--- config.mk ---
export PLATFORM = sky130hd
export DESIGN_NAME = mpeg_multi_demuxer
export DESIGN_NICKNAME = d
export VERILOG_FILES = /design/src/rtl/mpeg_demux_pkg.sv /design/src/rtl/mpeg_demux_ts_parser.sv /design/src/rtl/mpeg_multi_demuxer.sv
export SDC_FILE = /design/constraint.sdc
export NUM_CORES = 1
export LEC_CHECK = 0
export BUFFER_PORTS_ARGS = -buffer_cell sky130_fd_sc_hd__buf_2
export CAP_MARGIN = 5
export CORE_ASPECT_RATIO = 0.9
export CORE_MARGIN = 2
export CORE_UTILIZATION = 57
export DETAILED_ROUTE_END_ITERATION = 7
export PLACE_DENSITY = 0.86
export SLEW_MARGIN = 20
export SYNTH_ARGS = -nofsm -noshare
export SYNTH_HDL_FRONTEND = slang
export SYNTH_HIERARCHICAL = 1
export SYNTH_SLANG_ARGS = --single-unit
export TNS_END_PERCENT = 20
--- constraint.sdc ---
create_clock -name clk -period 3.95 [get_ports clk]
set_clock_uncertainty 0.1 [all_clocks]
set_input_delay 0.1975 -clock clk [delete_from_list [all_inputs] [get_ports clk]]
set_output_delay 0.1975 -clock clk [all_outputs]
set_load 0.02 [all_outputs]
--- src/rtl/mpeg_demux_pkg.sv ---
// Shared types and constants for the MPEG-1 system-stream demultiplexer.
// Optional DTS decoding is enabled with the MPEG_DEMUX_DTS_EN macro.
package mpeg_demux_pkg;

    typedef enum logic [3:0] {
        ST_IDLE,
        ST_Z1,
        ST_Z2,
        ST_SC,
        ST_PACK,
        ST_LEN0,
        ST_LEN1,
        ST_HDR,
        ST_STD1,
        ST_PTS,
        ST_DTS,
        ST_BODY,
        ST_SKIP
    } state_t;

    typedef logic [32:0] ts_t;

    localparam logic [7:0] SID_PACK     = 8'hBA;
    localparam logic [7:0] SID_SYS_HDR  = 8'hBB;
    localparam logic [7:0] SID_FIRST_ES = 8'hC0;

    // Fields in stream order: b0[3:1], b1, b2[7:1], b3, b4[7:1].
    function automatic ts_t ts_assemble(input logic [2:0] f0, input logic [7:0] f1,
                                        input logic [6:0] f2, input logic [7:0] f3,
                                        input logic [6:0] f4);
        return {f0, f1, f2, f3, f4};
    endfunction

endpackage

--- src/rtl/mpeg_demux_ts_parser.sv ---
// Five-byte PTS/DTS assembler; marker bits live in bit 0 of bytes 0, 2 and 4.
// ts is valid together with done on the byte at index 4.
module mpeg_ts_parser
    import mpeg_demux_pkg::*;
(
    input  logic        clk,
    input  logic        reset,
    input  logic        ts_valid,
    input  logic [2:0]  ts_idx,
    input  logic [7:0]  ts_byte,
    output logic [32:0] ts,
    output logic        done,
    output logic        err
);

    logic [2:0] f0;
    logic [7:0] f1;
    logic [6:0] f2;
    logic [7:0] f3;
    logic       marker_pos;
    logic       marker_bad;

    always_ff @(posedge clk) begin
        if (reset) begin
            f0 <= '0;
            f1 <= '0;
            f2 <= '0;
            f3 <= '0;
        end else if (ts_valid) begin
            case (ts_idx)
                3'd0:    f0 <= ts_byte[3:1];
                3'd1:    f1 <= ts_byte;
                3'd2:    f2 <= ts_byte[7:1];
                3'd3:    f3 <= ts_byte;
                default: ;
            endcase
        end
    end

    assign marker_pos = (ts_idx == 3'd0) || (ts_idx == 3'd2) || (ts_idx == 3'd4);
    assign marker_bad = ts_valid && marker_pos && !ts_byte[0];
    assign err        = marker_bad;
    assign done       = ts_valid && (ts_idx == 3'd4) && !marker_bad;
    assign ts         = ts_assemble(f0, f1, f2, f3, ts_byte[7:1]);

endmodule

--- src/rtl/mpeg_multi_demuxer.sv ---
// Multi-channel MPEG-1 system-stream demultiplexer with per-channel start time.
// Define MPEG_DEMUX_DTS_EN to decode DTS and expose dts_valid/dts.
//
// state   | meaning
// IDLE    | start-code search, no zeros seen
// Z1/Z2   | one / two-or-more 00 bytes seen
// SC      | next byte is the stream_id
// PACK    | 8 pack-header bytes (SCR + mux rate), idx counts
// LEN0/1  | packet length high / low byte
// HDR     | PES header: stuffing, STD, timestamp selector
// STD1    | second STD buffer byte
// PTS/DTS | timestamp bytes, idx counts 0..4
// BODY    | payload bytes to the decoder
// SKIP    | drop remaining packet bytes by length
module mpeg_multi_demuxer
    import mpeg_demux_pkg::*;
#(
    parameter int NUM_CH = 2,
    parameter int CH_W   = (NUM_CH > 1) ? $clog2(NUM_CH) : 1
) (
    input  logic                 clk,
    input  logic                 reset,
    input  logic [7:0]           mpeg_data,
    input  logic                 data_valid,
    input  logic [31:0]          dclk,
    input  logic [NUM_CH*8-1:0]  filter_id,
    input  logic [NUM_CH-1:0]    filter_en,
    output logic                 body_valid,
    output logic [7:0]           body_data,
    output logic [CH_W-1:0]      body_ch,
    output logic                 body_last,
    output logic                 pts_valid,
    output logic [CH_W-1:0]      pts_ch,
    output logic [32:0]          pts,
    output logic [32:0]          scr,
    output logic [NUM_CH*33-1:0] start_time,
`ifdef MPEG_DEMUX_DTS_EN
    output logic                 dts_valid,
    output logic [32:0]          dts,
`endif
    output logic [NUM_CH-1:0]    start_time_valid
);

    state_t          state;
    logic [15:0]     len;
    logic [7:0]      len_hi;
    logic [2:0]      idx;
    logic            pkt_match;
    logic [CH_W-1:0] pkt_ch;
    logic            has_dts;
    logic [2:0]      pack_f0;
    logic [7:0]      pack_f1;
    logic [6:0]      pack_f2;
    logic [7:0]      pack_f3;

    logic            match_hit;
    logic [CH_W-1:0] match_ch;
    logic            hdr_ts_start;
    logic            ts_valid;
    logic [2:0]      ts_idx;
    ts_t             ts;
    logic            ts_done;
    logic            ts_err;
    logic            counted;
    logic            last_byte;
    logic [31:0]     st_new;

    // Lowest matching index wins when several filters carry the same stream_id.
    always_comb begin
        match_hit = 1'b0;
        match_ch  = '0;
        for (int i = NUM_CH - 1; i >= 0; i--) begin
            if (filter_en[i] && (filter_id[i*8 +: 8] == mpeg_data)) begin
                match_hit = 1'b1;
                match_ch  = CH_W'(i);
            end
        end
    end

    assign hdr_ts_start = (mpeg_data[7:5] == 3'b001) && mpeg_data[0];

    always_comb begin
        ts_valid = 1'b0;
        ts_idx   = idx;
        if (data_valid) begin
            case (state)
                ST_HDR: begin
                    ts_valid = hdr_ts_start;
                    ts_idx   = 3'd0;
                end
                ST_PTS:  ts_valid = 1'b1;
`ifdef MPEG_DEMUX_DTS_EN
                ST_DTS:  ts_valid = 1'b1;
`endif
                default: ;
            endcase
        end
    end

    mpeg_ts_parser u_ts_parser (
        .clk      (clk),
        .reset    (reset),
        .ts_valid (ts_valid),
        .ts_idx   (ts_idx),
        .ts_byte  (mpeg_data),
        .ts       (ts),
        .done     (ts_done),
        .err      (ts_err)
    );

    assign counted   = (state == ST_HDR) || (state == ST_STD1) || (state == ST_PTS) ||
                       (state == ST_DTS) || (state == ST_BODY) || (state == ST_SKIP);
    assign last_byte = (len == 16'd1);
    assign st_new    = dclk + ts[32:1] - scr[32:1];

    always_ff @(posedge clk) begin
        if (reset) begin
            state            <= ST_IDLE;
            len              <= '0;
            len_hi           <= '0;
            idx              <= '0;
            pkt_match        <= 1'b0;
            pkt_ch           <= '0;
            has_dts          <= 1'b0;
            pack_f0          <= '0;
            pack_f1          <= '0;
            pack_f2          <= '0;
            pack_f3          <= '0;
            body_valid       <= 1'b0;
            body_data        <= '0;
            body_ch          <= '0;
            body_last        <= 1'b0;
            pts_valid        <= 1'b0;
            pts_ch           <= '0;
            pts              <= '0;
            scr              <= '0;
            start_time       <= '0;
            start_time_valid <= '0;
`ifdef MPEG_DEMUX_DTS_EN
            dts_valid        <= 1'b0;
            dts              <= '0;
`endif
        end else begin
            body_valid <= 1'b0;
            body_last  <= 1'b0;
            pts_valid  <= 1'b0;
`ifdef MPEG_DEMUX_DTS_EN
            dts_valid  <= 1'b0;
`endif
            if (data_valid) begin
                case (state)
                    ST_IDLE: state <= (mpeg_data == 8'h00) ? ST_Z1 : ST_IDLE;
                    ST_Z1:   state <= (mpeg_data == 8'h00) ? ST_Z2 : ST_IDLE;
                    ST_Z2: begin
                        if (mpeg_data == 8'h01)      state <= ST_SC;
                        else if (mpeg_data != 8'h00) state <= ST_IDLE;
                    end
                    ST_SC: begin
                        idx <= 3'd0;
                        if (mpeg_data == SID_PACK) begin
                            state <= ST_PACK;
                        end else if (mpeg_data >= SID_SYS_HDR) begin
                            state     <= ST_LEN0;
                            pkt_match <= match_hit && (mpeg_data >= SID_FIRST_ES);
                            pkt_ch    <= match_ch;
                        end else begin
                            state <= ST_IDLE;
                        end
                    end
                    ST_PACK: begin
                        case (idx)
                            3'd0:    pack_f0 <= mpeg_data[3:1];
                            3'd1:    pack_f1 <= mpeg_data;
                            3'd2:    pack_f2 <= mpeg_data[7:1];
                            3'd3:    pack_f3 <= mpeg_data;
                            3'd4:    scr <= ts_assemble(pack_f0, pack_f1, pack_f2, pack_f3,
                                                        mpeg_data[7:1]);
                            default: ;
                        endcase
                        idx <= idx + 3'd1;
                        if (idx == 3'd7) state <= ST_IDLE;
                    end
                    ST_LEN0: begin
                        len_hi <= mpeg_data;
                        state  <= ST_LEN1;
                    end
                    ST_LEN1: begin
                        len <= {len_hi, mpeg_data};
                        if ({len_hi, mpeg_data} == 16'd0) state <= ST_IDLE;
                        else if (pkt_match)               state <= ST_HDR;
                        else                              state <= ST_SKIP;
                    end
                    ST_HDR: begin
                        if (mpeg_data == 8'hFF) begin
                            state <= ST_HDR;
                        end else if (mpeg_data[7:6] == 2'b01) begin
                            state <= ST_STD1;
                        end else if (hdr_ts_start) begin
                            state   <= ST_PTS;
                            idx     <= 3'd1;
                            has_dts <= mpeg_data[4];
                        end else if (mpeg_data == 8'h0F) begin
                            state <= ST_BODY;
                        end else begin
                            state <= ST_SKIP;
                        end
                    end
                    ST_STD1: state <= ST_HDR;
                    ST_PTS: begin
                        if (ts_err) begin
                            state <= ST_SKIP;
                        end else if (ts_done) begin
                            pts_valid <= 1'b1;
                            pts       <= ts;
                            pts_ch    <= pkt_ch;
                            for (int i = 0; i < NUM_CH; i++) begin
                                if ((pkt_ch == CH_W'(i)) && !start_time_valid[i]) begin
                                    start_time_valid[i]     <= 1'b1;
                                    start_time[i*33 +: 33]  <= {st_new, 1'b0};
                                end
                            end
                            idx   <= 3'd0;
                            state <= has_dts ? ST_DTS : ST_BODY;
                        end else begin
                            idx <= idx + 3'd1;
                        end
                    end
                    ST_DTS: begin
`ifdef MPEG_DEMUX_DTS_EN
                        if (ts_err) begin
                            state <= ST_SKIP;
                        end else if (ts_done) begin
                            dts_valid <= 1'b1;
                            dts       <= ts;
                            state     <= ST_BODY;
                        end else begin
                            idx <= idx + 3'd1;
                        end
`else
                        if (idx == 3'd4) state <= ST_BODY;
                        else             idx <= idx + 3'd1;
`endif
                    end
                    ST_BODY: begin
                        body_valid <= 1'b1;
                        body_data  <= mpeg_data;
                        body_ch    <= pkt_ch;
                        body_last  <= last_byte;
                    end
                    ST_SKIP: ;
                    default: state <= ST_IDLE;
                endcase
                // Every byte after LEN1 consumes length; the final one ends the packet.
                if (counted) begin
                    len <= len - 16'd1;
                    if (last_byte) state <= ST_IDLE;
                end
            end
        end
    end

endmodule

# After elaboration in Yosys (flattened, before gate mapping)
# Cells that the tools add are included.
# W data, S select, Z words.
# totals
register_bits	231
input_bits	61
output_inout_bits	147
word_cells	165
# classes
n_addsub	4
n_lt_le_gt_ge	2
n_eq_ne	35
muxes	38
bitwise_logic	8
reduce_logical	51
# op_table
op	n
$pmux W4 S12	1
$mux W4	11
$mux W3	13
$add A32 B32 Y32	1
$mux W16	2
$sub A32 B32 Y32	1
$eq A4 B4 Y1 const B	5
$eq A16 B1 Y1 const B	1
$eq A4 B3 Y1 const B	4
$eq A8 B8 Y1	2
$eq A8 B8 Y1 const B	2
$ge A8 B8 Y1 const B	2
$logic_not A16 Y1	1
$sub A16 B1 Y16 const B	1
$pmux W3 S5	1
$reduce_and A3 Y1	5
$reduce_and A5 Y1	3
$reduce_and A2 Y1	7
$eq A3 B2 Y1 const B	4
$logic_and A1 B1 Y1	10
$ne A2 B2 Y1 const B	5
$eq A3 B1 Y1 const B	3
$eq A3 B3 Y1 const B	3
$eq A4 B2 Y1 const B	2
other kinds (22)	48

# Logic depth before layout (Yosys ltp)
# Gate-level depths: netlist of run 1.
# logic_depth
depth_word	15
depth_mapped	18
depth_no_buf	13

# Hierarchy
# Netlist of run 1, hierarchy kept.
# by_module_without_submodules
mod	instances	cells_per_inst	area_per_inst_um2	seq_area_each_um2
mpeg_multi_demuxer	1	1514	11451.0	4103.9
mpeg_ts_parser	1	110	1166.1	520.5

# Worst setup path before layout of run 1
# No wires, ideal clock.
# synth_timing
path_kind	reg-to-reg
start	register state[0]
end	register start_time[34]
setup_ps	71
arrival_time_ps	3185
required_ps	3779
slack_ps	595
path_stages_with_launch	18
path_buffers	6
synth_period_minus_slack_ps	3355
path_cell_list	dfxtp_1 -> buf_2 -> and4b_1 -> clkbuf_1 -> a21oi_1 -> nor2b_1 -> nand2b_1 -> a211oi_1 -> nor2b_1 -> and3_1 -> buf_4 -> nand2_1 -> or2_0 -> clkbuf_1 -> buf_2 -> buf_1 -> nand2_1 -> a21oi_1
# synth_between
elab_cells_between_ends	18
classes_between	eq/ne: 4; mux: 4; bitwise: 1; reduce/logical: 9
# synth_rtl
element	line	text
start, declared	mpeg_multi_demuxer.sv:44	state_t state;
start signal, assigned	mpeg_multi_demuxer.sv:152	ST_IDLE: state <= (mpeg_data == 8'h00) ? ST_Z1 : ST_IDLE;
start signal, assigned	mpeg_multi_demuxer.sv:153	ST_Z1: state <= (mpeg_data == 8'h00) ? ST_Z2 : ST_IDLE;
start signal, assigned	mpeg_multi_demuxer.sv:223	state <= has_dts ? ST_DTS : ST_BODY;
$eq A4 B4 Y1 / $eq A4 B3 Y1 (equally long branches)	mpeg_multi_demuxer.sv:86	case (state)
$pmux W1 S2 (*)	mpeg_multi_demuxer.sv:86	
$mux W1 (*)	mpeg_multi_demuxer.sv:85	if (data_valid) begin
net ts_valid	mpeg_multi_demuxer.sv:59	logic ts_valid;
$logic_and A1 B1 Y1 (*) (2 in series)	mpeg_demux_ts_parser.sv:41	assign marker_bad = ts_valid && marker_pos && !ts_byte[0];
net ts_err	mpeg_multi_demuxer.sv:63	logic ts_err;
$logic_not A1 Y1	mpeg_demux_ts_parser.sv:43	assign done = ts_valid && (ts_idx == 3'd4) && !marker_bad;
$logic_and A1 B1 Y1	mpeg_demux_ts_parser.sv:43	
$reduce_and A5 Y1 (no line) (*)	--	
end signal, assigned by index	mpeg_multi_demuxer.sv:219	start_time[i*33 +: 33] <= {st_new, 1'b0};
end, declared	mpeg_multi_demuxer.sv:36	output logic [NUM_CH*33-1:0] start_time,
# Mark *: on every way through the listed nets, which the timed path passes. The rest lies on a longest branch.
# A chain may end at the register's enable or synchronous reset.

# Worst setup path after layout of run 1
# layout_timing
start	register state[3]
end	register start_time[28]
# layout_between
elab_chain_cells	11
elab_cells_between_ends	18
classes_between	eq/ne: 4; mux: 4; bitwise: 1; reduce/logical: 9
# layout_rtl
element	line	text
$eq A4 B3 Y1 (*)	mpeg_multi_demuxer.sv:86	
$mux W3 (*)	mpeg_multi_demuxer.sv:86	
$mux W3 (*)	mpeg_multi_demuxer.sv:85	
net ts_idx[2]	mpeg_multi_demuxer.sv:60	logic [2:0] ts_idx;
$eq A3 B2 Y1 / $logic_not A3 Y1 (equally long branches)	mpeg_demux_ts_parser.sv:40	assign marker_pos = (ts_idx == 3'd0) || (ts_idx == 3'd2) || (ts_idx == 3'd4);
$logic_or A1 B1 Y1 (2 in series)	mpeg_demux_ts_parser.sv:40	
$logic_and A1 B1 Y1 (2 in series)	mpeg_demux_ts_parser.sv:41	
$logic_not A1 Y1	mpeg_demux_ts_parser.sv:43	
$logic_and A1 B1 Y1 (*)	mpeg_demux_ts_parser.sv:43	
net ts_done	mpeg_multi_demuxer.sv:62	logic ts_done;
$reduce_and A5 Y1 (no line) (*)	--	
# Marked as above.

==> results.md, run 1 <==
- Status: finished clean
- Layout cells sized above 1: 0.1637
- Synth Register Bits: 231
- # fillers: 1810
- Gate Count Post-Synth: 1624
- Mapped cell area: 12620 um2
- Setup slack at placement: 334.1 ps
- Routed WL: 37.65 mm
- DR pass1 iterations: 5
- Routed vias/inst: 5.856
- Clock-pin slew on the worst setup and hold paths: 60 ps
- Synth Warn #: 6
- GR Layer Usage met1: 0.4218
- Cell Pwr Density: 357.6 nW/um2
- Syn_area_per_cell: 7.769 um2
- Reg2Reg Depth: 9
- Reg2reg end: start_time[28]$_SDFFE_PP0P_
- Worst-Margin Slew: 1041 ps
- Total number of vias: 12.22k
- First-pass GRT wire length: 59.73 mm
- Layout net count: 1911
- Slew headroom: 0.3032
- Hold Path End: pts[0]$_SDFFE_PP0P_
- Num rows: 51
- Ys flop type: dfxtp_1
- Worst-Skew Late Latency: 520 ps
- Met3 Use GR: 0.05031
- Die height: 145.1 um
- Max Freq: 0.2765 GHz
- CTS tree: yes
- Hold violation total from the final report: 0
- PortBufs: 205
- Maximum vdd ir drop: 0.2880 mV
- # setup viols final: 0
- Initial core utilization: 0.5815
- Area leader, netlist: dfxtp_1
- Hold crit path type: primary input to register
- Worst Hold Launch: mpeg_data[1]
- Crit. End Element: register
- H-tree level count: 1
- Dpl hpwl: 27.39 mm
- Drc violations: 0
- Min cycle time layout: 3616 ps
- Initial antenna violation count: 0
- Part of the Yosys area used for sequential elements: 0.3665
- Dpl cells: 2040
- Hold Crit Depth: 3
- GR peak layer: met2
- Post-Route Utilization: 0.6766
- Grt total ovfl: 0
- Unrepaired setup endpoints after global routing: no
- Design Power: 5.250 mW
- Setup TNS: 0 ps
- Bufs on Longest Clock Path: 3
- Antenna diodes: 0
- Max-cap viol count: 0
- Largest net degree at the start of global routing: 200
- TritonCTS buffer count: 24
- Reg2reg start: state[3]$_SDFFE_PP0P_
- GRT Total Usage: 0.3120
- Critical path required time: 4290 ps
- R2R Setup Slk: 330 ps
- CP Max Fanout: 11
- CP Launch Type: register
- Die area: 23340 um2
- Vias in the first global route: 11.51k
- Critical path class: register to register
- CTS sink count: 231
- Number of synthesized flops with an enable pin: 0
- Critical Path AT: 3960 ps
- Finished Layout Cells: 2087
- Async SR Flop Fraction: 0
- Tcrit/Tclk final: 0.9155
- Worst Slack Setup Final: 333.9 ps
- Detail Route Antenna Nets: 0
- Die width: 160.8 um
- Layout overhead on the synthesized area: 16.35%
- Max-slew violations: 0
- Core Area: 21700 um2
- Leakage power total: 6.214 nW
- Routing usage on met2: 0.5032
- 1st-iter DRT viols: 1136
- Routability cong.: 0.9510
- Top cells by area, synth: dfxtp_1 37%, nand2_1 8.5%, a21oi_1 7.7%
- IO Count: 208
- Yosys top cell area share: 0.3665
- Wire per inst: 18.04 um
- Count of different cell masters after synthesis: 71
- Clk root buf: clkbuf_16
==> Yosys cell counts (9+ instances only) <==
master / instances
dfxtp_1: 231
ha_1: 40
and3_1: 9
clkbuf_1: 80
fa_1: 31
xnor2_1: 32
a211oi_1: 20
mux2i_1: 50
nor2_1: 108
nor4_1: 14
buf_1: 9
nand2_1: 285
nor3_1: 29
o21ai_0: 41
nor2b_1: 13
a31oi_1: 11
inv_1: 143
a21oi_1: 195
nand2b_1: 44
nand3_1: 59
buf_4: 10
o211ai_1: 11
nand4_1: 23
==> per-stage QoR <==
step | area [um2] | hold WS (ps)
2_1_floorplan | 12620 | 273.5
3_3_place_gp | 13820 | 337.4
3_5_place_dp | 13820 | 344.5
4_1_cts | 14670 | 22.77
5_1_grt | 14680 | 52.07
6_report | 14680 | 41.22
==> placed cells by master, fill, tap and decap left out, types with 5 or more instances in the layout <==
master     count
nand2_1      285
dfxtp_1      231
buf_2        204
a21oi_1      195
inv_1        143
nor2_1       108
nand3_1       58
mux2i_1       50
nand2b_1      44
o21ai_0       41
ha_1          40
xnor2_1       32
fa_1          31
nor3_1        27
buf_4         27
clkbuf_16     24
nand4_1       23
a211oi_1      20
nor2b_1       13
nor4_1        12
a31oi_1       11
o211ai_1      11
and3_1         9
a311o_1        8
o21a_1         7
o31ai_1        7
a21o_1         6
or3_1          6
xor2_1         6
clkbuf_8       6
and2_1         5
a22oi_1        5
or4_1          5
==> where the power goes <==
| group | internal (mW) | switching [mW] |
|---|---|---|
| logic | 0.210 | 0.398 |
| clock network | 1.37 | 0.944 |
| registers | 2.33 | 0.0000287 |
==> registers in the layout, indices dropped and copies added, names as in the netlist, 2 cells and up <==
signal / count
start_time: 64
pts: 33
scr: 33
len: 16
body_data: 8
len_hi: 8
pack_f1: 8
pack_f3: 8
u_ts_parser/f1: 8
u_ts_parser/f3: 8
pack_f2: 7
u_ts_parser/f2: 7
state: 4
idx: 3
pack_f0: 3
u_ts_parser/f0: 3
start_time_valid: 2
==> how the worst max path moves through the flow <==
stage / from / to / slack, ps / depth (start not counted)
after global placement: mpeg_data[6] / start_time[63]$_SDFFE_PP0P_ / 420 / 12
after detailed placement: mpeg_data[6] / start_time[63]$_SDFFE_PP0P_ / 330 / 12
final: state[3]$_SDFFE_PP0P_ / start_time[28]$_SDFFE_PP0P_ / 330 / 9
after global routing: state[3]$_SDFFE_PP0P_ / start_time[13]$_SDFFE_PP0P_ / 40 / 10
after CTS: mpeg_data[6] / start_time[63]$_SDFFE_PP0P_ / 310 / 13
after floorplan: state[0]$_SDFFE_PP0P_ / start_time[34]$_SDFFE_PP0P_ / 590 / 17
==> cells by family after synthesis <==
family / Yosys count / share of synthesized area
AO/OA/AOI/OAI: 351 / 0.1661
XOR/XNOR: 38 / 0.02638
adder cells (fa/ha/maj): 71 / 0.08885
buffers and inverters: 253 / 0.08032
flip-flops: 231 / 0.3665
multiplexers: 50 / 0.03967
other: 1 / 0.0002972
AND/OR/NAND/NOR: 629 / 0.2319
==> per-layer routing <==
| layer | routed length, um | vias up |
|---|---|---|
| li1 | - | 5782 |
| met1 | 15660 | 5723 |
| met2 | 17090 | 607 |
| met3 | 3364 | 110 |
| met4 | 1539 | 0 |
| met5 | 0 | - |
==> repair_timing <==
item                                   in CTS  in global routing
setup endpoints to repair                   0                  2
endpoints found under the hold margin      32                  0
gates resized for setup                     0                  1
hold buffers                                4                  0
buffers inserted                            0                  0
==> critical path, stage by stage, from the launching register on <==
cell     delay [ps]
dfxtp_1         520
and4b_1         320
a21oi_1         460
nand2_1         100
nor3_1          250
nor2b_1         300
nand3_2         250
or3_1           550
or4_1           520
a31oi_1         160
==> final cells by class <==
type	count	area (um2)	share of cell area
Clock inverter	9	120.1	0.008182
Clock buffer	34	698.2	0.04756
Tap cell	291	364.1	0.02480
Inverter	143	536.8	0.03656
Timing Repair Buffer	238	1315	0.08958
Multi-Input combinational cell	1141	7022	0.4783
Sequential cell	231	4624	0.3150
(Power assumes the default switching activity.)
==> run 2, diff against run 1 <==
--- a/config.mk
+++ b/config.mk
@@ -5,11 +5,12 @@
 export SDC_FILE = /design/constraint.sdc
 export NUM_CORES = 1
 export LEC_CHECK = 0
+export ABC_AREA = 1
 export BUFFER_PORTS_ARGS = -buffer_cell sky130_fd_sc_hd__buf_2
 export CAP_MARGIN = 5
 export CORE_ASPECT_RATIO = 0.9
 export CORE_MARGIN = 2
-export CORE_UTILIZATION = 57
+export CORE_UTILIZATION = 58
 export DETAILED_ROUTE_END_ITERATION = 7
 export PLACE_DENSITY = 0.86
 export SLEW_MARGIN = 20
==> results.md, run 2 <==
- Top Registers: start_time (64), pts (33), scr (33)
- Reg2Reg Depth: 13 (+4)
- Die area: 24080 um2 (+3.2%)
- Grt total ovfl: 0 (unchanged)
- Design Power: 5.462 mW (+4.0%)
- # setup viols final: 0 (unchanged)
- PortBufs: 205 (unchanged)
- Synth Register Bits: 231 (unchanged)
- Die height: 147.4 um (+1.6%)
- Most numerous cell in the Yosys netlist: nand2_1
- Num rows: 52 (+2.0%)
- Routing usage on met2: 0.5146 (+0.01132)
- Routed WL: 41.78 mm (+11%)
- Leakage power total: 8.186 nW (+32%)
- Largest net degree at the start of global routing: 97 (-52%)
- Worst-Skew Late Latency: 550 ps (+30 ps)
- Hold Crit Depth: 3 (unchanged)
- Largest register FFs: 64 (unchanged)
- Initial antenna violation count: 0 (unchanged)
- Ys flop type: dfxtp_1
- Leading cell types in the layout, fill and taps excluded: 414 x nand2_1, 372 x inv_1, 248 x nor2_1, 231 x dfxtp_1, 205 x buf_2
- Critical path required time: 4330 ps (+40 ps)
- Wire per inst: 16.76 um (-7.1%)
- Unrepaired setup endpoints after global routing: no
- Critical Path AT: 3650 ps (-310 ps)
- Syn_area_per_cell: 6.617 um2 (-15%)
- Routability cong.: 0.9692 (+1.9%)
- Met3 Use GR: 0.05359 (+0.003277)
- Total number of vias: 13.65k (+12%)
- CP Launch Type: register
- First-pass GRT wire length: 64.62 mm (+8.2%)
- Max-slew violations: 0 (unchanged)
- Part of the Yosys area used for sequential elements: 0.3489 (-0.01761)
- Clk root buf: clkbuf_16
- Most common cell after layout, fill and taps aside: nand2_1
- Multi-input logic area: 6799 um2 (-3.2%)
- Largest Register: start_time
- Slew headroom: 0.4000 (+0.09682)
- Number of synthesized flops with an enable pin: 0 (unchanged)
- Setup TNS: 0 ps (unchanged)
- Mapped cell area: 13250 um2 (+5.0%)
- # fillers: 1954 (+8.0%)
- GRT Total Usage: 0.3390 (+0.02698)
- Dpl hpwl: 31.16 mm (+14%)
- Gate Count Post-Synth: 2003 (+23%)
- Seq. cell area: 4624 um2 (unchanged)
- Area leader, netlist: dfxtp_1
- DR pass1 iterations: 7 (+2)
- H-tree level count: 1 (unchanged)
- Min cycle time layout: 3274 ps (-341.6 ps)
- Top cells by area, synth: dfxtp_1 35%, nand2_1 12%, inv_1 11%
- GR Layer Usage met1: 0.4901 (+0.06832)
- Clock-pin slew on the worst setup and hold paths: 70 ps (about the same)
- Hold crit path type: primary input to register
- Layout overhead on the synthesized area: 15.74%
- IO Count: 208 (unchanged)
- Tcrit/Tclk final: 0.8290 (-0.08648)
- Commonest cells in the netlist: 414 x nand2_1, 372 x inv_1, 249 x nor2_1
- Layout net count: 2309 (+21%)
- CTS sink count: 231 (unchanged)
- Max Freq: 0.3054 GHz (+10%)
- Post-Route Utilization: 0.6834 (+0.006745)
- 1st-iter DRT viols: 1613 (+42%)
- TritonCTS buffer count: 25 (+4.2%)
- CTS tree: yes
- Worst-Margin Slew: 899.1 ps (-142.4 ps)
- Core Area: 22450 um2 (+3.5%)
- GR peak layer: met2
- Critical path class: register to register
- Maximum vdd ir drop: 0.3202 mV (+11%)
- Yosys top cell area share: 0.3489 (-0.01761)
- Vias in the first global route: 12.39k (+7.7%)
- Status: finished clean
- Bufs on Longest Clock Path: 3 (unchanged)
- Antenna diodes: 0 (unchanged)
- Routed vias/inst: 5.476 (-6.5%)
- Synth Warn #: 6 (unchanged)
- Detail Route Antenna Nets: 0 (unchanged)
- Async SR Flop Fraction: 0 (unchanged)
- Die width: 163.3 um (+1.6%)
- Max-cap viol count: 0 (unchanged)
- Drc violations: 0 (unchanged)
- Crit. End Element: register
- Hold violation total from the final report: 0 (unchanged)
- Initial core utilization: 0.5905 (+0.008923)
- Cell Pwr Density: 356.1 nW/um2 (-0.42%)
- CP Max Fanout: 52 (+41)
- Count of different cell masters after synthesis: 44 (-38%)
- Layout cells sized above 1: 0.1316 (-0.03209)
-- run 2: changes by cell type after synthesis, moves of 21 or more --
cell,before,now
mux2i_1,50,0
nand3_1,59,120
a21oi_1,195,166
inv_1,143,372
o21ai_0,41,164
xnor2_1,32,11
nand2b_1,44,0
nor2_1,108,249
clkbuf_1,80,37
nand2_1,285,414
-- run 2: worst paths after layout --
check                           slack (ps)               startpoint                 endpoint
worst max-delay path                   680    state[1]$_SDFFE_PP0P_     pts[21]$_SDFFE_PP0P_
worst min-delay path                    20             mpeg_data[5]   len_hi[5]$_SDFFE_PP0P_
worst max register to register         680    state[1]$_SDFFE_PP0P_     pts[21]$_SDFFE_PP0P_
worst min register to register         360  pack_f3[1]$_SDFFE_PP0P_  pack_f3[1]$_SDFFE_PP0P_
-- run 2: what timing repair did --
| item | CTS | global route |
|---|---|---|
| gates resized for setup | 0 | 0 |
| endpoints found under the hold margin | 17 | 0 |
| buffers inserted | 0 | 0 |
| hold buffers | 5 | 0 |
-- run 2: routing by layer --
| layer | part of all wire | up-vias | wire length, um |
|---|---|---|---|
| met5 | 0 | - | 0 |
| met4 | 0.035 | 0 | 1450 |
| met2 | 0.43 | 728 | 17890 |
| met3 | 0.10 | 106 | 4352 |
| li1 | - | 6573 | - |
| met1 | 0.43 | 6245 | 18090 |
-- run 2: metrics by stage --
step,setup slack [ps],area (um2),hold slack (ps),instances
3_5_place_dp,843.1,14430,348.2,2442
2_1_floorplan,1239,13260,288.9,2004
4_1_cts,760.0,15340,1.654,2493
6_report,675.5,15340,16.12,2493
5_1_grt,281.9,15340,7.151,2493
3_3_place_gp,944.1,14430,343.7,2442
-- run 2: logic make-up after synthesis --
logic type	share of synthesized area
simple gates	0.2576
compound gates	0.1531
xor+xnor	0.01652
other cells	0.0002829
buf+inv	0.1390
fa+ha+maj	0.08458
flops	0.3489
-- run 2: critical path: stages, from the launching register on --
cell and delay, ps:
dfxtp_1 470, nand4_1 200, nor2_1 130, inv_1 90, o21ai_0 320, nand2_1 200, nor4_1 210, buf_4 180
nand2_1 100, nor2_4 150, buf_4 230, buf_4 430, o21ai_0 200, a21oi_1 160
-- run 2: power by group --
group,switching (mW),internal [mW]
Clock,1.03,1.42
Combinational,0.467,0.209
Sequential,0.0000327,2.33
-- run 2: layout make-up --
cell class | count | area share
flip-flops and latches | 231 | 0.3015
clock inverters | 12 | 0.009462
inverters | 383 | 0.09380
multi-input cells | 1309 | 0.4432
well taps | 297 | 0.02423
clock buffers | 34 | 0.04690
repair buffers | 227 | 0.08091
